### src/rtl/alu_wb_stage.sv
// rtl/alu_wb_stage.sv - ALU write-back stage: show-ahead result FIFO, ZCNV status register, sticky op error.
// Optional sticky overflow accumulator enabled by defining ALU_WB_STICKY_OVF_EN.
module alu_wb_stage #(
  parameter int N     = 8,
  parameter int DEPTH = 4
) (
  input  logic                     clk,
  input  logic                     rst_n,
  input  logic                     in_valid,
  output logic                     in_ready,
  input  logic [N-1:0]             in_r,
  input  logic [3:0]               in_flags,
  input  logic [2:0]               in_cntr,
  input  logic                     in_setf,
  input  logic                     flush,
  output logic                     out_valid,
  input  logic                     out_ready,
  output logic [N-1:0]             out_r,
  output logic [3:0]               out_flags,
  output logic [3:0]               status,
  output logic                     err,
  output logic [$clog2(DEPTH):0]   count,
  output logic                     sticky_v
);

  localparam int PW = $clog2(DEPTH);
  localparam int CW = PW + 1;

  logic [N+3:0]  mem [DEPTH];
  logic [PW-1:0] wr_ptr;
  logic [PW-1:0] rd_ptr;
  logic [CW-1:0] count_q;
  logic [N+3:0]  head;
  logic          push;
  logic          legal;
  logic          push_legal;
  logic          pop;
  logic          arith_op;

  assign in_ready   = (count_q < CW'(DEPTH)) & ~flush;
  assign out_valid  = (count_q != '0);
  assign push       = in_valid & in_ready;
  assign legal      = ~(in_cntr[2] & in_cntr[1]);
  assign push_legal = push & legal;
  assign pop        = out_valid & out_ready & ~flush;
  assign arith_op   = (in_cntr[2:1] == 2'b00);
  assign count      = count_q;

  // Entries are never cleared; the empty case is masked on the output instead.
  always_ff @(posedge clk) begin
    if (push_legal) begin
      mem[wr_ptr] <= {in_r, in_flags};
    end
  end

  assign head      = mem[rd_ptr];
  assign out_r     = out_valid ? head[N+3:4] : '0;
  assign out_flags = out_valid ? head[3:0]   : 4'b0000;

  always_ff @(posedge clk or negedge rst_n) begin
    if (!rst_n) begin
      wr_ptr  <= '0;
      rd_ptr  <= '0;
      count_q <= '0;
    end else if (flush) begin
      wr_ptr  <= '0;
      rd_ptr  <= '0;
      count_q <= '0;
    end else begin
      if (push_legal) begin
        wr_ptr <= wr_ptr + 1'b1;
      end
      if (pop) begin
        rd_ptr <= rd_ptr + 1'b1;
      end
      if (push_legal && !pop) begin
        count_q <= count_q + 1'b1;
      end else if (!push_legal && pop) begin
        count_q <= count_q - 1'b1;
      end
    end
  end

  // Logic/shift ops only define Z and N; C and V keep their last arithmetic value.
  always_ff @(posedge clk or negedge rst_n) begin
    if (!rst_n) begin
      status <= 4'b0000;
    end else if (push_legal && in_setf) begin
      if (arith_op) begin
        status <= in_flags;
      end else begin
        status <= {status[3], in_flags[2], status[1], in_flags[0]};
      end
    end
  end

  always_ff @(posedge clk or negedge rst_n) begin
    if (!rst_n) begin
      err <= 1'b0;
    end else if (flush) begin
      err <= 1'b0;
    end else if (push && !legal) begin
      err <= 1'b1;
    end
  end

`ifdef ALU_WB_STICKY_OVF_EN
  always_ff @(posedge clk or negedge rst_n) begin
    if (!rst_n) begin
      sticky_v <= 1'b0;
    end else if (flush) begin
      sticky_v <= 1'b0;
    end else if (push_legal && in_setf && arith_op) begin
      sticky_v <= sticky_v | in_flags[3];
    end
  end
`else
  assign sticky_v = 1'b0;
`endif

endmodule
### config.mk
export PLATFORM = sky130hd
export DESIGN_NAME = alu_wb_stage
export DESIGN_NICKNAME = d
export VERILOG_FILES = /design/src/rtl/alu_wb_stage.sv
export SDC_FILE = /design/constraint.sdc
export NUM_CORES = 1
export LEC_CHECK = 0
export ABC_AREA = 1
export BUFFER_PORTS_ARGS = -buffer_cell sky130_fd_sc_hd__buf_2
export CAP_MARGIN = 0
export CELL_PAD_IN_SITES_DETAIL_PLACEMENT = 2
export CELL_PAD_IN_SITES_GLOBAL_PLACEMENT = 2
export CORE_ASPECT_RATIO = 0.8
export CORE_MARGIN = 2
export CORE_UTILIZATION = 39
export CTS_CLUSTER_SIZE = 16
export DETAILED_ROUTE_END_ITERATION = 7
export PLACE_DENSITY = 0.86
export REMOVE_ABC_BUFFERS = 1
export SLEW_MARGIN = 20
export SYNTH_ARGS = -nofsm -noshare
export SYNTH_HDL_FRONTEND = slang
export SYNTH_SLANG_ARGS = --single-unit
### constraint.sdc
create_clock -name clk -period 3.5 [get_ports clk]
set_input_delay 0.35 -clock clk [delete_from_list [all_inputs] [get_ports clk]]
set_output_delay 0.35 -clock clk [all_outputs]
set_load 0.05 [all_outputs]
==> impl_metrics.tcl, run 1 <==
set metrics [dict create \
    final-setup-viol-count 0 \
    cts-buffers-inserted 9 \
    hold_class "input port to flip-flop" \
    yosys_warnings 0 \
    cpPeakStageDelay_ns 0.68 \
    clockBufferDepth 2 \
    dr.pass1.iters 4 \
    worst-slew-pin-transition_ns 0.754 \
    intPower_mw 1.35 \
    io_pins 44 \
    wl_per_cell_um 20.9 \
    ir_drop_mv 0.386 \
    vias 1874 \
    synth-seq-cells 60 \
    io_buffers 41 \
    r2r_cells 12 \
    vias_per_cell 5.09 \
    gp_congestion 0.718 \
    rsz0062_at_grt "no" \
    coreArea_um2 6410 \
    dpl_worst_slack_ns 1.18 \
    dieArea_um2 7350 \
    synth.avg_cell_area_um2 11.3 \
    p_per_area_nw_per_um2 823 \
    grt_first_pass_wirelength_mm 12.1 \
    syn_inst 230 \
    antennaDiodeCount 0 \
    ys.flop_type "edfxtp_1" \
    grt_overflow 0 \
    area_growth_pct 18.5 \
    critPathRequiredTime_ns 3.15 \
    cts_root_buf "clkbuf_8" \
    drive_gt1_frac 0.250 \
    final_nets 305 \
    fillers 704 \
    outcome "completed" \
    clk_latency_ns 0.35 \
    synth_edf_count 48 \
    antenna_found_initial 0 \
    drt_iter0_drc 105 \
    grt_pass1_vias 2167 \
    fp-row-count 26 \
    switching_power_mw 1.19 \
    postSynth.asyncResetShare 0.200 \
    crit_fanout 14 \
    end_kind "primary output" \
    hold_viol_final 0 \
    path_clk_slew_ns 0.07 \
    grt_max_degree 26 \
    fin_crit_sh 0.785 \
    fin_tns_setup_ns 0 \
    h-tree-depth 3 \
    skew_ns 0.00956 \
    ys_types 25 \
    switching_share 0.467 \
    postRouteAntennaNets 0 \
    crit_path_start_kind "flip-flop" \
    leakagePower_nw 1.26 \
    routed_wl_mm 7.69 \
    clkSinkCount 60 \
    critPathKind "flip-flop to primary output" \
    p_seq_frac 0.348 \
    drv_slew 0 \
    dp_hpwl_mm 4.74 \
    cap_violations 0 \
    grt_use_total 0.235 \
    crit_arrival_ns 2.40 \
    holdPathStages 1 \
    syn_area_um2 2600 \
    die_w_um 95.4 \
    pwr-share-comb 0.435 \
    ys_seq_area_frac 0.669 \
    fmax_mhz 364 \
    die_h_um 77.1 \
    slew_headroom 0.497 \
    tritoncts "done" \
    cpMaxStageDelayCell "dfrtp_1" \
    power.share.clock 0.217 \
    finalCriticalPeriod_ns 2.75 \
    crit_chain "inv_1 > nor2_1 > o21ai_0 > a21oi_1 > buf_2" \
    fin_ws_ns 0.752 \
    start_util 0.406 \
    remaining_drc_errors 0 \
]
## layout make-up
cell class,instances,area (um^2),area share
repair buffers,47,253,0.0819
clock inverters,3,12.5,0.00405
well taps,84,105,0.0340
flip-flops and latches,60,1740,0.564
inverters,16,78.8,0.0255
clock buffers,13,159,0.0515
multi-input cells,145,737,0.239
## per-layer routing
metal | global-route usage | routed length [um]
met3 | 0.0717 | 299
met2 | 0.423 | 4150
met4 | 0.0754 | 100
met5 | 0 | 0
met1 | 0.261 | 3140
## synth_stat cells (2+ instances only)
library cell,n,area (um^2)
nand3_1,6,30.0
inv_1,14,52.6
nand2_2,2,12.5
o21ai_0,30,150
buf_2,6,30.0
nand2_1,21,78.8
nand2_4,2,22.5
nor2_4,2,22.5
nor2_1,55,206
a21oi_1,14,70.1
ha_1,4,50.1
edfxtp_1,48,1440
dfrtp_1,12,300
nand3_2,3,30.0
## cells by family after synthesis
| group | synth area share |
|---|---|
| AOI/OAI and AO/OA | 0.0899 |
| other | 0.00144 |
| DFF | 0.669 |
| adders and majority gates | 0.0269 |
| buffers and inverters | 0.0481 |
| and+or+nand+nor | 0.161 |
| xor gates and xnor gates | 0.00336 |
## repair_timing
action | 4_1_cts | 5_1_grt
resized for setup | 0 | 0
endpoints found under the hold margin | 12 | 0
setup buffers | 0 | 0
hold buffers | 1 | 0
## layout by cell type (no fill, tap or decap), types with 2 or more instances in the layout
master and instances:
nand2_1 21, nand3_2 3, clkbuf_1 2, buf_2 41
nor2_1 55, clkbuf_8 11, o21ai_0 30, a21oi_1 14
nor2_4 2, ha_1 4, inv_1 14, nand2_2 2
nand3_1 6, nand2_4 2, buf_4 5, edfxtp_1 48
clkinv_1 2, dfrtp_1 12
## critical path, delay by kind of cell, from the launching register on
| kind | cells | cell delay (ns) |
|---|---|---|
| simple gates | 1 | 0.21 |
| flops | 1 | 0.68 |
| buf+inv | 2 | 0.72 |
| compound gates | 2 | 0.44 |
## through the flow
stage / utilization / power, mW / cell area (um^2) / instances / hold slack (ns)
finish: 0.482 / 2.54 / 3090 / 368 / 0.232
global route: 0.482 / 2.65 / 3090 / 368 / 0.216
CTS: 0.482 / 2.56 / 3090 / 368 / 0.211
detailed placement: 0.453 / 1.98 / 2910 / 351 / 0.258
global placement: 0.453 / 1.93 / 2910 / 351 / 0.254
floorplan: - / 1.68 / 2560 / 221 / 0.0544
## worst paths after layout
kind	to	startpoint	slack, ns
max	out_flags[1]	rd_ptr[1]	0.75
min	mem[2][6]	in_r[2]	0.23
max reg2reg	count[2]	count[2]	1.52
min reg2reg	status[1]	status[1]	0.49
max in group asynchronous	count[1]	rst_n	2.82
min in group asynchronous	status[2]	rst_n	0.43
## sequential cells by signal (all words and copies together), names as in the netlist
signal  count
mem        48
count       3
rd_ptr      2
err         1
status      4
wr_ptr      2
## power by group through the flow
stage	Sequential (mW)	Clock (mW)	Combinational (mW)
after detailed placement	0.894	0	1.08
final	0.883	0.552	1.10
after global placement	0.889	0	1.04
after CTS	0.883	0.565	1.12
after global routing	0.890	0.593	1.17
after floorplan	1.02	0	0.660
No activity file was read; power rests on OpenSTA's default activity.
==> run 2, diff against run 1 <==
--- a/config.mk
+++ b/config.mk
@@ -12,10 +12,10 @@
 export CELL_PAD_IN_SITES_GLOBAL_PLACEMENT = 2
 export CORE_ASPECT_RATIO = 0.8
 export CORE_MARGIN = 2
-export CORE_UTILIZATION = 39
+export CORE_UTILIZATION = 32
 export CTS_CLUSTER_SIZE = 16
 export DETAILED_ROUTE_END_ITERATION = 7
-export PLACE_DENSITY = 0.86
+export PLACE_DENSITY = 0.76
 export REMOVE_ABC_BUFFERS = 1
 export SLEW_MARGIN = 20
 export SYNTH_ARGS = -nofsm -noshare
==> constraint.sdc (replaced) <==
create_clock -name clk -period 2.2 [get_ports clk]
set_input_delay 0.22 -clock clk [delete_from_list [all_inputs] [get_ports clk]]
set_output_delay 0.22 -clock clk [all_outputs]
set_load 0.05 [all_outputs]
==> impl_metrics.tcl, run 2 (synthesis results as in run 1) <==
set metrics [dict create \
    dieArea_um2 8880 \
    cp_top_family "buffers and inverters" \
    io_pins 44 \
    drt_iter0_drc 62 \
    remaining_drc_errors 0 \
    clk_latency_ns 0.34 \
    worst-slew-pin-transition_ns 0.526 \
    outcome "completed" \
    postRouteAntennaNets 0 \
    area_growth_pct 24.5 \
    ir_drop_mv 0.440 \
    final_cell_mix "nor2_1 (55), edfxtp_1 (48), buf_2 (40)" \
    grt_overflow 0 \
    fp-row-count 29 \
    post_cts.repair.setup_buffers 0 \
    fmax_mhz 480 \
    grt_use_total 0.177 \
    path_clk_slew_ns 0.07 \
    critPathKind "flip-flop to primary output" \
    cts_root_buf "clkbuf_8" \
    antenna_found_initial 0 \
    grt_max_degree 22 \
    rrSetupSlack_ns 0.28 \
    dr.pass1.iters 4 \
    final-setup-viol-count 0 \
    p_per_area_nw_per_um2 1350 \
    cpMaxStageDelayCell "dfrtp_1" \
    crit_path_start_kind "flip-flop" \
    antennaDiodeCount 0 \
    skew_ns 0.00553 \
    crit_chain "nor2_1 > nand2_2 > inv_1 > a21oi_1 > clkbuf_4" \
    slew_headroom 0.649 \
    final_common_cell "nor2_1" \
    drive_gt1_frac 0.277 \
    critPathRequiredTime_ns 1.98 \
    vias 1893 \
    cpPeakStageDelay_ns 0.47 \
    clkSinkCount 60 \
    wl_per_cell_um 17.9 \
    cap_violations 0 \
    finalNonFillerCells 397 \
    coreArea_um2 7910 \
    cts-buffers-inserted 9 \
    fin_crit_sh 0.947 \
    io_buffers 41 \
    hold_viol_final 0 \
    clockBufferDepth 2 \
    timing.critical_path.buf_inv 2 \
    largest-register "mem" \
    crit_fanout 12 \
    die_h_um 84.7 \
    final_nets 310 \
    dp_cells 380 \
    h-tree-depth 3 \
    post-route-util 0.410 \
    vias_per_cell 4.77 \
    gp_congestion 0.695 \
    drv_slew 0 \
    grt_pass1_vias 2201 \
    finalCriticalPeriod_ns 2.08 \
    leakagePower_nw 1.32 \
    dp_hpwl_mm 4.89 \
    die_w_um 105 \
    hold_class "input port to flip-flop" \
    start_util 0.329 \
    rsz0062_at_grt "no" \
    tritoncts "done" \
    grt_first_pass_wirelength_mm 11.7 \
    crit_arrival_ns 1.86 \
    largest_reg_flops 48 \
    routed_wl_mm 7.11 \
    end_kind "primary output" \
    fin_tns_setup_ns 0 \
]
-- run 2: cell types whose count changed in the layout (fill, tap and decap cells not counted), sizes merged --
cell,change
clkbuf,-3
clkinvlp,+1
buf,+4
bufinv,+3
clkinv,-1
inv,+1
-- run 2: worst register-to-register path, cell delays in order (launching register included) --
cell and delay, ns:
dfrtp_1 0.49, nor2_1 0.09, nand2_2 0.11, nand3_2 0.11
nand2_4 0.10, inv_1 0.05, fa_1 0.37, xnor2_1 0.21
inv_1 0.07, nand2_1 0.07, nand2_1 0.06, nand3_2 0.05
nand2_1 0.04
-- run 2: cell type report --
| type | count | area, um^2 |
|---|---|---|
| fillers | 863 | 4670 |
| well taps | 108 | 135 |
| clock inverters | 7 | 124 |
| repair buffers | 52 | 300 |
| inverters | 16 | 78.8 |
| multi-input cells | 145 | 737 |
| clock buffers | 9 | 124 |
| flip-flops and latches | 60 | 1740 |
-- run 2: through the flow --
stage	hold WS (ns)	total power [mW]	cell area, um^2	setup WS [ns]
final	0.0923	4.39	3240	0.117
after global routing	0.0940	4.60	3240	0.00192
after CTS	0.0840	4.42	3230	0.0524
after detailed placement	0.115	3.18	2970	0.268
after global placement	0.124	3.11	2970	0.350
after floorplan	-0.0756	2.67	2560	-0.178
-- run 2: power breakdown --
part / switching (mW) / total (mW) / internal (mW)
sequential: 0.0664 / 1.39 / 1.32
clock: 0.469 / 1.23 / 0.759
combinational: 1.37 / 1.77 / 0.400
total: 1.90 / 4.39 / 2.48
-- run 2: per-layer routing --
metal | global-route usage | wire length [um]
met5 | 0 | 0
met4 | 0.0667 | 130
met3 | 0.0357 | 218
met2 | 0.331 | 3860
met1 | 0.198 | 2900
-- run 2: path summary, 6_finish.rpt --
| kind | from | to | cells after the start |
|---|---|---|---|
| worst max-delay path | count[2] | out_flags[1] | 5 |
| worst min-delay path | in_r[2] | mem[1][6] | 1 |
| worst max register to register | count[2] | count[2] | 12 |
| worst min register to register | status[1] | status[1] | 2 |
| max in group asynchronous | rst_n | rd_ptr[1] | 2 |
| min in group asynchronous | rst_n | status[2] | 2 |
-- run 2: timing repair --
item | CTS | global route
hold buffers | 1 | 0
hold endpoints to repair | 12 | 0
endpoints found under the setup margin | 0 | 1
gates resized for setup | 0 | 3
==> run 3, diff against run 2 <==
--- a/config.mk
+++ b/config.mk
@@ -5,17 +5,16 @@
 export SDC_FILE = /design/constraint.sdc
 export NUM_CORES = 1
 export LEC_CHECK = 0
-export ABC_AREA = 1
 export BUFFER_PORTS_ARGS = -buffer_cell sky130_fd_sc_hd__buf_2
 export CAP_MARGIN = 0
 export CELL_PAD_IN_SITES_DETAIL_PLACEMENT = 2
 export CELL_PAD_IN_SITES_GLOBAL_PLACEMENT = 2
 export CORE_ASPECT_RATIO = 0.8
 export CORE_MARGIN = 2
-export CORE_UTILIZATION = 32
+export CORE_UTILIZATION = 36
 export CTS_CLUSTER_SIZE = 16
 export DETAILED_ROUTE_END_ITERATION = 7
-export PLACE_DENSITY = 0.76
+export PLACE_DENSITY = 0.77
 export REMOVE_ABC_BUFFERS = 1
 export SLEW_MARGIN = 20
 export SYNTH_ARGS = -nofsm -noshare
==> impl_metrics.tcl, run 3 <==
set metrics [dict create \
    outcome "completed" \
    crit_fanout 13 \
    crit_path_start_kind "flip-flop" \
    grt_max_degree 14 \
    fp-row-count 27 \
    coreArea_um2 6820 \
    gp_congestion 0.699 \
    postSynth.asyncResetShare 0.200 \
    clockBufferDepth 2 \
    drt_iter0_drc 58 \
    ir_drop_mv 0.568 \
    finalCriticalPeriod_ns 2.09 \
    skew_ns 0.00561 \
    crit_arrival_ns 1.87 \
    wl_per_cell_um 18.8 \
    grt_pass1_vias 1607 \
    fmax_mhz 478 \
    grt_overflow 0 \
    antenna_found_initial 0 \
    rsz0062_at_grt "no" \
    path_clk_slew_ns 0.07 \
    fin_tns_setup_ns 0 \
    yosys_warnings 0 \
    die_h_um 78.8 \
    vias_per_cell 4.84 \
    syn_area_um2 2520 \
    io_pins 44 \
    dr.pass1.iters 4 \
    p_per_area_nw_per_um2 1470 \
    dp_hpwl_mm 3.78 \
    synth.most_common_cell "edfxtp_1" \
    grt_first_pass_wirelength_mm 8.69 \
    critPathRequiredTime_ns 1.98 \
    largest_reg_flops 48 \
    final_common_cell "edfxtp_1" \
    antennaDiodeCount 0 \
    synth.avg_cell_area_um2 17.5 \
    fin_crit_sh 0.951 \
    ys_seq_area_frac 0.692 \
    slew_headroom 0.579 \
    cts_root_buf "clkbuf_8" \
    ys_top_cells_by_area "edfxtp_1 (57%), dfrtp_1 (12%), mux4_2 (11%)" \
    synth_fa_ha_area_frac 0.0278 \
    fillers 651 \
    h-tree-depth 3 \
    largest-register "mem" \
    hold_viol_final 0 \
    synth_commonest_cells "edfxtp_1 (48), and2_1 (16), dfrtp_1 (12), mux4_2 (12), nor2_1 (12)" \
    yosys.area_share.xor_xnor 0.0169 \
    yosys.area.top_type "edfxtp_1" \
    area_growth_pct 23.5 \
    postRouteAntennaNets 0 \
    hold_class "input port to flip-flop" \
    final_nets 224 \
    ys.flop_type "edfxtp_1" \
    worst-slew-pin-transition_ns 0.631 \
    cts-buffers-inserted 9 \
    clkSinkCount 60 \
    syn_inst 144 \
    vias 1404 \
    remaining_drc_errors 0 \
    synth_compound_area_frac 0.00895 \
    synth_simple_gate_area_frac 0.0810 \
    start_util 0.369 \
    tritoncts "done" \
    die_w_um 97.5 \
    io_buffers 41 \
    ys_types 29 \
    drive_gt1_frac 0.409 \
    drv_slew 0 \
    synth_top_family_by_area "multiplexers" \
    leakagePower_nw 1.21 \
    dieArea_um2 7680 \
    clk_latency_ns 0.33 \
    critPathKind "flip-flop to primary output" \
    p_total_mw 4.58 \
    synth_edf_count 48 \
    final-setup-viol-count 0 \
    grt_use_total 0.153 \
    end_kind "primary output" \
    cap_violations 0 \
    netlist.area_leader.share 0.573 \
    synth.area.mux_share 0.146 \
    routed_wl_mm 5.45 \
    rrSetupSlack_ns 0.21 \
    synth-seq-cells 60 \
    final_cell_mix "edfxtp_1 (48), buf_2 (41), and2_1 (16)" \
]
run 3: cell types whose count changed in the layout (fill, tap and decap cells not counted), sizes merged, moves of 10 or more:
cell | before | now
mux4 | 0 | 12
a21oi | 14 | 1
o21ai | 32 | 0
nand2 | 25 | 5
inv | 15 | 5
and2 | 0 | 17
nor2 | 57 | 13
run 3: what timing repair did:
| item | 4_1_cts | 5_1_grt |
|---|---|---|
| hold buffers | 1 | 0 |
| endpoints found under the hold margin | 12 | 0 |
| resized for setup | 0 | 1 |
| buffers inserted | 0 | 0 |
| endpoints found under the setup margin | 0 | 7 |
run 3: final cells by class:
class | count | area [um^2] | share of cell area
Clock inverter | 4 | 95.1 | 0.0306
Multi-Input combinational cell | 72 | 714 | 0.230
Sequential cell | 60 | 1740 | 0.560
Clock buffer | 12 | 155 | 0.0499
Timing Repair Buffer | 50 | 275 | 0.0885
Inverter | 5 | 18.8 | 0.00604
Tap cell | 87 | 109 | 0.0350
run 3: cells by family after synthesis:
family	Yosys count
multiplexers	20
AND/OR/NAND/NOR	39
XOR/XNOR	4
adder cells (fa/ha/maj)	5
flip-flops	60
other	1
buffers and inverters	12
AO/OA/AOI/OAI	3
run 3: path summary, 6_finish.rpt:
path | startpoint | cells past startpoint | end
setup / recovery | rd_ptr[1] | 3 | out_r[7]
hold / removal | in_r[1] | 1 | mem[2][5]
max in group asynchronous | rst_n | 2 | status[3]
hold reg to reg | status[2] | 1 | status[2]
min in group asynchronous | rst_n | 2 | wr_ptr[0]
setup reg to reg | count[2] | 6 | count[2]
run 3: worst max-delay path, stage by stage (launching register included):
cell and delay, ns:
dfrtp_1 0.75, mux4_2 0.42, and2_1 0.17, buf_2 0.20
run 3: power by group:
group	total, mW	leakage [nW]	internal (mW)	switching, mW
combinational	1.92	0.491	0.581	1.34
sequential	1.42	0.591	1.34	0.0870
clock	1.24	0.127	0.813	0.425
total	4.58	1.21	2.73	1.85
run 3: stage by stage:
stage,utilization,cells,instance area [um^2],hold WS (ns),worst slack (ns)
final,0.456,290,3110,0.104,0.107
after global routing,0.456,290,3110,0.0967,0.0199
after CTS,0.455,290,3100,0.0955,0.0519
after detailed placement,0.417,273,2840,0.133,0.206
after global placement,0.417,273,2840,0.116,0.273
after floorplan,-,137,2470,-0.0756,0.0408
run 3: per-layer routing:
layer | vias to the layer above | routed length, um | track usage
met3 | 7 | 278 | 0.0546
met2 | 41 | 2780 | 0.263
met5 | - | 0 | 0
met1 | 716 | 2350 | 0.188
li1 | 640 | - | -
met4 | 0 | 48 | 0.0333
